### src/rtl/decode_stage_if.sv
// ---------------------------------------------------------------------------
// decode_stage_if
// Bundle of the fetch-side handshake, the downstream handshake, the control
// strobes and the decoded output fields of decode_stage.
//   slave  : view used by decode_stage (consumes inst/in_valid/out_ready/
//            flush/resume, drives everything else)
//   master : view used by the surrounding pipeline / testbench
// Parameters must match the ones given to decode_stage.
//   RW : register-address width (also function-select width)
//   CW : width of the accepted-instruction counter
// ---------------------------------------------------------------------------
interface decode_stage_if #(
    parameter int RW = 3,
    parameter int CW = 16
);
    localparam int IW = 4 + 4 * RW;

    // fetch side
    logic [IW-1:0]   inst;
    logic            in_valid;
    logic            in_ready;
    // control strobes
    logic            flush;
    logic            resume;
    // downstream side
    logic            out_ready;
    logic            out_valid;
    logic [RW-1:0]   dr;
    logic [RW-1:0]   sa;
    logic [RW-1:0]   sb;
    logic [RW-1:0]   fs;
    logic [2*RW-1:0] imm;
    logic            mb;
    logic            md;
    logic            ld;
    logic            mw;
    logic            hlt;
    logic            halted;
    logic [CW-1:0]   inst_cnt;

    modport slave (
        input  inst, in_valid, flush, resume, out_ready,
        output in_ready, out_valid, dr, sa, sb, fs, imm,
               mb, md, ld, mw, hlt, halted, inst_cnt
    );

    modport master (
        output inst, in_valid, flush, resume, out_ready,
        input  in_ready, out_valid, dr, sa, sb, fs, imm,
               mb, md, ld, mw, hlt, halted, inst_cnt
    );
endinterface

### src/rtl/decode_stage.sv
// ---------------------------------------------------------------------------
// decode_stage
// Registered instruction-decode stage. Splits the instruction word into
// register, immediate and control fields and holds them in a single output
// register behind a valid/ready handshake. Also provides a one-bubble
// load-use hazard stall, a HALT state left via resume, and a counter of
// accepted instructions.
// Ports:
//   i_clk  : clock, all state changes on the rising edge
//   i_rst  : synchronous reset, active high
//   io_bus : decode_stage_if.slave
//            inst/in_valid/in_ready  - fetch handshake
//            out_valid/out_ready     - downstream handshake
//            flush, resume           - control strobes
//            dr/sa/sb/fs/imm         - decoded register fields / immediate
//            mb/md/ld/mw/hlt         - decoded control bits
//            halted, inst_cnt        - status
// Parameters:
//   RW      : register-address width; instruction width is 4 + 4*RW
//   HALT_OP : opcode that halts the stage
//   CW      : width of inst_cnt (wraps modulo 2^CW)
// ---------------------------------------------------------------------------
module decode_stage #(
    parameter int         RW      = 3,
    parameter logic [3:0] HALT_OP = 4'b0001,
    parameter int         CW      = 16
) (
    input  logic         i_clk,
    input  logic         i_rst,
    decode_stage_if.slave io_bus
);
    localparam int IW = 4 + 4 * RW;

    typedef enum logic {
        ST_RUN    = 1'b0,
        ST_HALTED = 1'b1
    } state_t;

    // ---------------- combinational decode of the incoming word -----------
    logic [3:0]      w_op;
    logic [RW-1:0]   w_sa;
    logic [RW-1:0]   w_dr;
    logic [RW-1:0]   w_sb_field;
    logic [RW-1:0]   w_fs_field;
    logic [2*RW-1:0] w_imm_field;
    logic            w_r_type;
    logic [RW-1:0]   w_dec_sb;
    logic [RW-1:0]   w_dec_fs;
    logic [2*RW-1:0] w_dec_imm;
    logic            w_dec_mb;
    logic            w_dec_md;
    logic            w_dec_ld;
    logic            w_dec_mw;
    logic            w_dec_hlt;

    assign w_op        = io_bus.inst[IW-1:IW-4];
    assign w_sa        = io_bus.inst[4*RW-1:3*RW];
    assign w_dr        = io_bus.inst[3*RW-1:2*RW];
    assign w_sb_field  = io_bus.inst[2*RW-1:RW];
    assign w_fs_field  = io_bus.inst[RW-1:0];
    assign w_imm_field = io_bus.inst[2*RW-1:0];
    assign w_r_type    = w_op[3];

    // R-type uses the low bits as SB/FS, I-type uses them as the immediate
    assign w_dec_sb  = w_r_type ? w_sb_field : '0;
    assign w_dec_fs  = w_r_type ? w_fs_field : '0;
    assign w_dec_imm = w_r_type ? '0 : w_imm_field;

    assign w_dec_hlt = (w_op == HALT_OP);
    assign w_dec_md  = (w_op == 4'b0010);
    // a HALT never writes memory, even if HALT_OP were set to the store opcode
    assign w_dec_mw  = (w_op == 4'b0100) && !w_dec_hlt;
    assign w_dec_ld  = !((w_op == 4'b0000) || (w_op == 4'b0100) || w_dec_hlt);
    assign w_dec_mb  = !w_op[3] && (w_op[2] | w_op[1]);

    // ---------------- output register -------------------------------------
    logic            r_out_valid;
    logic [RW-1:0]   r_dr;
    logic [RW-1:0]   r_sa;
    logic [RW-1:0]   r_sb;
    logic [RW-1:0]   r_fs;
    logic [2*RW-1:0] r_imm;
    logic            r_mb;
    logic            r_md;
    logic            r_ld;
    logic            r_mw;
    logic            r_hlt;
    logic [CW-1:0]   r_inst_cnt;

    state_t          r_state;
    state_t          w_state_next;
    logic            w_halted;

    // ---------------- handshake -------------------------------------------
    logic w_hazard;
    logic w_in_ready;
    logic w_accept;

    // The held load's destination is not written back yet; an instruction
    // reading it must wait until the load has left this register. SB only
    // counts as a read for R-type words.
    assign w_hazard   = r_out_valid && r_md &&
                        ((w_sa == r_dr) || (w_r_type && (w_sb_field == r_dr)));
    assign w_in_ready = !w_halted && !io_bus.flush &&
                        (!r_out_valid || io_bus.out_ready) && !w_hazard;
    assign w_accept   = io_bus.in_valid && w_in_ready;

    // ---------------- FSM: state register ---------------------------------
    always_ff @(posedge i_clk) begin
        if (i_rst) begin
            r_state <= ST_RUN;
        end else begin
            r_state <= w_state_next;
        end
    end

    // ---------------- FSM: next state -------------------------------------
    always_comb begin
        w_state_next = r_state;
        if (io_bus.flush) begin
            w_state_next = ST_RUN;
        end else if (r_state == ST_HALTED) begin
            if (io_bus.resume) begin
                w_state_next = ST_RUN;
            end
        end else if (w_accept && w_dec_hlt) begin
            w_state_next = ST_HALTED;
        end
    end

    // ---------------- FSM: outputs ----------------------------------------
    always_comb begin
        w_halted = 1'b0;
        if (r_state == ST_HALTED) begin
            w_halted = 1'b1;
        end
    end

    // ---------------- datapath register -----------------------------------
    always_ff @(posedge i_clk) begin
        if (i_rst) begin
            r_out_valid <= 1'b0;
            r_dr        <= '0;
            r_sa        <= '0;
            r_sb        <= '0;
            r_fs        <= '0;
            r_imm       <= '0;
            r_mb        <= 1'b0;
            r_md        <= 1'b0;
            r_ld        <= 1'b0;
            r_mw        <= 1'b0;
            r_hlt       <= 1'b0;
            r_inst_cnt  <= '0;
        end else if (io_bus.flush) begin
            r_out_valid <= 1'b0;
        end else if (w_accept) begin
            r_out_valid <= 1'b1;
            r_dr        <= w_dr;
            r_sa        <= w_sa;
            r_sb        <= w_dec_sb;
            r_fs        <= w_dec_fs;
            r_imm       <= w_dec_imm;
            r_mb        <= w_dec_mb;
            r_md        <= w_dec_md;
            r_ld        <= w_dec_ld;
            r_mw        <= w_dec_mw;
            r_hlt       <= w_dec_hlt;
            r_inst_cnt  <= r_inst_cnt + CW'(1);
        end else if (io_bus.out_ready) begin
            // consumed downstream with nothing new behind it
            r_out_valid <= 1'b0;
        end
    end

    assign io_bus.in_ready  = w_in_ready;
    assign io_bus.out_valid = r_out_valid;
    assign io_bus.dr        = r_dr;
    assign io_bus.sa        = r_sa;
    assign io_bus.sb        = r_sb;
    assign io_bus.fs        = r_fs;
    assign io_bus.imm       = r_imm;
    assign io_bus.mb        = r_mb;
    assign io_bus.md        = r_md;
    assign io_bus.ld        = r_ld;
    assign io_bus.mw        = r_mw;
    assign io_bus.hlt       = r_hlt;
    assign io_bus.halted    = w_halted;
    assign io_bus.inst_cnt  = r_inst_cnt;
endmodule

### src/flat_wrapper.sv
// flat-port wrapper written by rule: the top's interface ports become plain ports
module decode_stage_flat 
#(
    parameter int         RW      = 3,
    parameter logic [3:0] HALT_OP = 4'b0001,
    parameter int         CW      = 16
)
  (i_clk, i_rst, io_bus_inst, io_bus_in_valid, io_bus_flush, io_bus_resume, io_bus_out_ready, io_bus_in_ready, io_bus_out_valid, io_bus_dr, io_bus_sa, io_bus_sb, io_bus_fs, io_bus_imm, io_bus_mb, io_bus_md, io_bus_ld, io_bus_mw, io_bus_hlt, io_bus_halted, io_bus_inst_cnt);
  decode_stage_if #(.RW(RW), .CW(CW)) io_bus_i ();
  input  logic i_clk;
  input  logic i_rst;
  input wire logic [$bits(io_bus_i.inst)-1:0] io_bus_inst;
  input wire logic [$bits(io_bus_i.in_valid)-1:0] io_bus_in_valid;
  input wire logic [$bits(io_bus_i.flush)-1:0] io_bus_flush;
  input wire logic [$bits(io_bus_i.resume)-1:0] io_bus_resume;
  input wire logic [$bits(io_bus_i.out_ready)-1:0] io_bus_out_ready;
  output wire logic [$bits(io_bus_i.in_ready)-1:0] io_bus_in_ready;
  output wire logic [$bits(io_bus_i.out_valid)-1:0] io_bus_out_valid;
  output wire logic [$bits(io_bus_i.dr)-1:0] io_bus_dr;
  output wire logic [$bits(io_bus_i.sa)-1:0] io_bus_sa;
  output wire logic [$bits(io_bus_i.sb)-1:0] io_bus_sb;
  output wire logic [$bits(io_bus_i.fs)-1:0] io_bus_fs;
  output wire logic [$bits(io_bus_i.imm)-1:0] io_bus_imm;
  output wire logic [$bits(io_bus_i.mb)-1:0] io_bus_mb;
  output wire logic [$bits(io_bus_i.md)-1:0] io_bus_md;
  output wire logic [$bits(io_bus_i.ld)-1:0] io_bus_ld;
  output wire logic [$bits(io_bus_i.mw)-1:0] io_bus_mw;
  output wire logic [$bits(io_bus_i.hlt)-1:0] io_bus_hlt;
  output wire logic [$bits(io_bus_i.halted)-1:0] io_bus_halted;
  output wire logic [$bits(io_bus_i.inst_cnt)-1:0] io_bus_inst_cnt;
  assign io_bus_i.inst = io_bus_inst;
  assign io_bus_i.in_valid = io_bus_in_valid;
  assign io_bus_i.flush = io_bus_flush;
  assign io_bus_i.resume = io_bus_resume;
  assign io_bus_i.out_ready = io_bus_out_ready;
  assign io_bus_in_ready = io_bus_i.in_ready;
  assign io_bus_out_valid = io_bus_i.out_valid;
  assign io_bus_dr = io_bus_i.dr;
  assign io_bus_sa = io_bus_i.sa;
  assign io_bus_sb = io_bus_i.sb;
  assign io_bus_fs = io_bus_i.fs;
  assign io_bus_imm = io_bus_i.imm;
  assign io_bus_mb = io_bus_i.mb;
  assign io_bus_md = io_bus_i.md;
  assign io_bus_ld = io_bus_i.ld;
  assign io_bus_mw = io_bus_i.mw;
  assign io_bus_hlt = io_bus_i.hlt;
  assign io_bus_halted = io_bus_i.halted;
  assign io_bus_inst_cnt = io_bus_i.inst_cnt;
  decode_stage #(.RW(RW), .HALT_OP(HALT_OP), .CW(CW)) u_core (.i_clk(i_clk), .i_rst(i_rst), .io_bus(io_bus_i));
endmodule
### config.mk
export PLATFORM = sky130hd
export DESIGN_NAME = decode_stage_flat
export DESIGN_NICKNAME = d
export VERILOG_FILES = /design/src/rtl/decode_stage_if.sv /design/src/rtl/decode_stage.sv /design/src/flat_wrapper.sv
export SDC_FILE = /design/constraint.sdc
export NUM_CORES = 1
export LEC_CHECK = 0
export ABC_AREA = 1
export CAP_MARGIN = 20
export CORE_AREA = 4 4 75 77
export DETAILED_ROUTE_END_ITERATION = 8
export DIE_AREA = 0 0 79 81
export PLACE_DENSITY = 0.85
export SYNTH_ARGS = -nofsm -noshare
export SYNTH_HDL_FRONTEND = slang
export SYNTH_SLANG_ARGS = --single-unit
### constraint.sdc
create_clock -name i_clk -period 1.8 [get_ports i_clk]
set_input_delay 0.18 -clock i_clk [delete_from_list [all_inputs] [get_ports i_clk]]
set_output_delay 0.18 -clock i_clk [all_outputs]
set_load 0.05 [all_outputs]
# Word level (Yosys, flattened, before mapping)

Cells that the tools add are included.
Widths: inputs -> output; s select.

Add/sub/neg operators: 1
Eq/ne operators: 5
Multiplexer cells: 9
Bitwise operators: 2
Reduce and logical (&&, ||, !) cells: 25

Operator list:

| kind                  | number |
|---|---|
| $add 16x1->16 const B | 1 |
| $logic_and 1x1->1     | 10 |
| $logic_not 1->1       | 7 |
| $eq 3x3->1            | 2 |
| $mux 1                | 6 |
| $mux 3                | 2 |
| $mux 6                | 1 |
| $eq 4x1->1 const B    | 1 |
| $eq 4x2->1 const B    | 1 |
| $eq 4x3->1 const B    | 1 |
| $logic_not 4->1       | 1 |
| $logic_or 1x1->1      | 4 |
| $reduce_and 2->1      | 1 |
| $reduce_bool 2->1     | 1 |
| $reduce_or 2->1       | 1 |
| $not 1->1             | 1 |
| $or 1x1->1            | 1 |

Register bits: 41
Input bits: 22
Output and inout bits: 42
Logic and storage cells: 55

# Longest topological paths before layout

Word-level depth: 10
Mapped depth: 12
Depth with buffers taken out: 11

# Worst setup path before layout

Ideal clock, no wire load.

Path type: reg-to-output
From: register u_core.r_out_valid, in the netlist u_core.io_bus.out_valid
To: output io_bus_in_ready
Arrival: 2386 ps
Data required time: 1620 ps
Slack: -766 ps
Stages on the path, launching flop included: 6
Path buffers: 1
Cells stage by stage: dfxtp_1 inv_1 nor2_1 nor3_2 clkbuf_1 a21boi_0

Longest elaborated chain between the ends: 4
Elaborated cells on any way between the ends: 7
Those cells by class: reduce/logical (7)

RTL lines:

| what                                                  | RTL line                                 | source |
|---|---|---|
| from (decl)                                           | decode_stage.sv:77                       | `logic r_out_valid;` |
| from (signal assigned)                                | decode_stage.sv:142                      | `r_out_valid <= 1'b0;` |
| from (signal assigned)                                | decode_stage.sv:155                      | `r_out_valid <= 1'b0;` |
| from (signal assigned)                                | decode_stage.sv:157                      | `r_out_valid <= 1'b1;` |
| $logic_not 1->1 or $logic_and 1x1->1 (tied branches)  | decode_stage.sv:105, decode_stage.sv:102 |  |
| $logic_or 1x1->1 or $logic_and 1x1->1 (tied branches) | decode_stage.sv:105, decode_stage.sv:102 |  |
| $logic_and 1x1->1 or $logic_not 1->1 (tied branches)  | decode_stage.sv:104, decode_stage.sv:105 |  |
| $logic_and 1x1->1 *                                   | decode_stage.sv:105                      | `(!r_out_valid \|\| io_bus.out_ready) && !w_hazard;` |
| to (decl)                                             | flat_wrapper.sv:17                       | `output wire logic [$bits(io_bus_i.in_ready)-1:0] io_bus_in_ready;` |

Every way passes the cells marked *; elsewhere a longest branch is shown, timed or not.

# Final worst setup path

From: register u_core.r_inst_cnt[2], in the netlist u_core.io_bus.inst_cnt[2]
To: output io_bus_inst_cnt[2]

RTL lines:

| what                   | RTL line            | source |
|---|---|---|
| from (decl)            | decode_stage.sv:88  | `logic [CW-1:0] r_inst_cnt;` |
| from (signal assigned) | decode_stage.sv:168 | `r_inst_cnt <= r_inst_cnt + CW'(1);` |
| to (decl)              | flat_wrapper.sv:30  | `output wire logic [$bits(io_bus_i.inst_cnt)-1:0] io_bus_inst_cnt;` |

No word-level cell between the ends.

==> flow_summary.toml <==
[setup_path]
worstRegToRegCells = 10
worst_r2r_endpoint = "u_core.io_bus.inst_cnt[8]"
worst_setup_path_start_kind = "flop"
crit_chain = "clkdlybuf4s50_1"
r2r_start = "u_core.io_bus.inst_cnt[0]"
r2r_setup_slack_ps = 260
cp-end-kind = "output pin"
critical_path_buf_inv_count = 1
endpoint = "io_bus_inst_cnt[2]"
cp_slowest_cell = "clkdlybuf4s50_1"
slowest_delay_ps = 840
critPathLaunch = "u_core.io_bus.inst_cnt[2]"
arrival_ps = 1560
required_ps = 1620
cpLargestDelayFamily = "buffers and inverters"
path_class = "reg -> out"
crit_fanout = 6
cp_num_cells = 1

[finish]
stdcell_count = 506
ff_latch_area_um2 = 823
synthToLayoutAreaGrowth_pct = 37.2
layout_common_cells = "111 x nand2_1, 62 x nor2_1, 58 x inv_1, 54 x clkdlybuf4s50_1, 39 x dfxtp_1"
drive_gt1_frac = 0.112
antenna_cells = 0
final_net_count = 458
multi_input_area_um2 = 1190
final_common_cell = "nand2_1"
n_fill_cell = 463

[die]
rows = 26
die_w_um = 79
initial_core_util = 0.462
io_pins = 64
die-area_um2 = 6400
core-area_um2 = 5010
die_h_um = 81

[placement]
gp_congestion = 0.856
port_buffers = 63
dp_cells = 498
place_hpwl_mm = 4.18
pre_cts_slack_ps = 23.4

[cts]
cts_tree = "yes"
path_clk_slew_ps = 80
root_buffer = "clkbuf_8"
cts_setup_buffers = 0
ctsHtreeMaxLevel = 2
holdBufCountCts = 0
cts_made_buffers = 5
clockBufferDepth = 2
cts_sinks = 41
clk_latency_ps = 290
post_cts_resized = 0

[flow_run]
max_cap_viol_count = 0

[logic_synthesis]
synth.avg_cell_area_um2 = 6.28
ys_ff_latch = 41
syn_area_um2 = 2310
syn_nets = 391
synth_warnings = 0
synth_seq_area_share = 0.355
synth_cells = 368
synth.distinct_cells = 26

[sta]
worst_hold_slack_ps = 473
hold_viol_final = 0
worst_pin_slew_ps = 513
setup_tns_ps = 0
rsz0062_at_grt = "no"
clock.fmax_ghz = 0.573
setup_violations = 0
fin_crit_sh = 0.969
fin_crit_ps = 1740
fin_ws_ps = 55.1
slew_headroom = 0.657
finClkSkew_ps = 5.80
final_max_slew_viol_count = 0

[worst_hold_path]
min-delay-start = "io_bus_inst[7]"
hold_path.class = "in -> reg"

[global_routing]
globalRouteMet1Util = 0.229
grt.met2_usage = 0.330
grt_overflow = 0
grt_busiest_layer = "met2"
grtUsageTotal = 0.189
antenna_found_initial = 0
grt_max_degree = 44
grt_pass1_wl_mm = 9.65
grt_pass1_vias = 2166
globalRouteMet3Util = 0.0399

[power]
internal-power_mw = 1.51
swShare = 0.317
pwr-share-comb = 0.253
powerDensity_nw_per_um2 = 696
clock_power_share = 0.298
pwr-share-seq = 0.449
ir_worst_vdd_v = 0.000334
power_leakage_nw = 1.50
p_sw_mw = 0.698

[drt]
antenna_left = 0
route.detailed.drc = 0
viasPerCell = 4.67
firstDrtPassIters = 4
via_count = 2363
wl_mm = 5.83
drtIter0Drc = 110
wl_per_cell_um = 11.5

[outcome]
status = "complete, no violations"
-- routing by layer --
metal	part of all wire	wire [um]
met5	0	0
met4	0.017	99
met3	0.047	273
met2	0.47	2740
met1	0.47	2710
-- final cells by class --
cell class                      count  share of cell area
Sequential cell                    41               0.260
Clock inverter                      1             0.00158
Inverter                           60              0.0710
Timing Repair Buffer               74               0.236
Clock buffer                        7              0.0304
Tap cell                           70              0.0276
Multi-Input combinational cell    253               0.374
-- flip-flops by register name, indices dropped and copies added (netlist names) --
name                     flops
u_core.io_bus.inst_cnt      16
u_core.io_bus.imm            6
u_core.io_bus.dr             3
u_core.io_bus.fs             3
u_core.io_bus.sa             3
u_core.io_bus.sb             3
u_core.io_bus.hlt            1
u_core.io_bus.ld             1
u_core.io_bus.mb             1
u_core.io_bus.md             1
u_core.io_bus.mw             1
u_core.io_bus.out_valid      1
u_core.r_state               1
-- logic make-up (layout without fill, tap and decap cells) --
group / after synthesis / after routing / synth area share
AO/OA/AOI/OAI: 33 / 33 / 0.0866
XOR/XNOR: 6 / 6 / 0.0227
adder cells (fa/ha/maj): 1 / 1 / 0.00541
buffers and inverters: 74 / 142 / 0.137
flip-flops: 41 / 41 / 0.355
AND/OR/NAND/NOR: 213 / 213 / 0.393
-- worst min path at each step --
stage	endpoint	slack (ps)	cells after the start
after global placement	u_core.io_bus.hlt	480	2
after detailed placement	u_core.io_bus.hlt	490	2
after global routing	u_core.io_bus.dr[0]	490	3
after floorplan	u_core.io_bus.hlt	240	1
final	u_core.io_bus.dr[1]	470	3
after CTS	u_core.io_bus.dr[1]	460	3
-- power groups by stage --
stage	sequential [mW]	clock (mW)	combinational [mW]
finish	0.990	0.658	0.558
detailed placement	1.01	0	0.555
CTS	0.990	0.680	0.560
floorplan	1.16	0	0.200
global route	0.998	0.715	0.604
global placement	1.01	0	0.546
-- metrics by stage --
| step | power (mW) | area (um2) | utilization |
|---|---|---|---|
| floorplan | 1.36 | 2330 | - |
| global placement | 1.56 | 3060 | 0.611 |
| detailed placement | 1.57 | 3060 | 0.611 |
| CTS | 2.23 | 3160 | 0.631 |
| global route | 2.32 | 3170 | 0.633 |
| finish | 2.21 | 3170 | 0.633 |
-- Yosys cell counts --
cell	number	share of area
nand3_4	1	0.0076
nor3_2	1	0.0043
buf_6	3	0.015
ha_1	1	0.0054
clkinv_1	1	0.0016
nor4_1	3	0.0081
nand4_1	16	0.043
o21ai_0	8	0.017
dfxtp_1	41	0.35
or2_2	1	0.0027
inv_2	1	0.0016
nor2_1	62	0.10
buf_8	1	0.0065
nand3_1	8	0.017
o211ai_1	1	0.0032
a21oi_1	15	0.032
xor2_1	5	0.019
a21boi_0	1	0.0032
nand2_1	111	0.18
nand2_4	1	0.0049
inv_1	58	0.094
nand2_2	9	0.024
buf_2	4	0.0087
xnor2_1	1	0.0038
clkbuf_1	6	0.0097
a21oi_2	8	0.030
(Power assumes the default switching activity.)
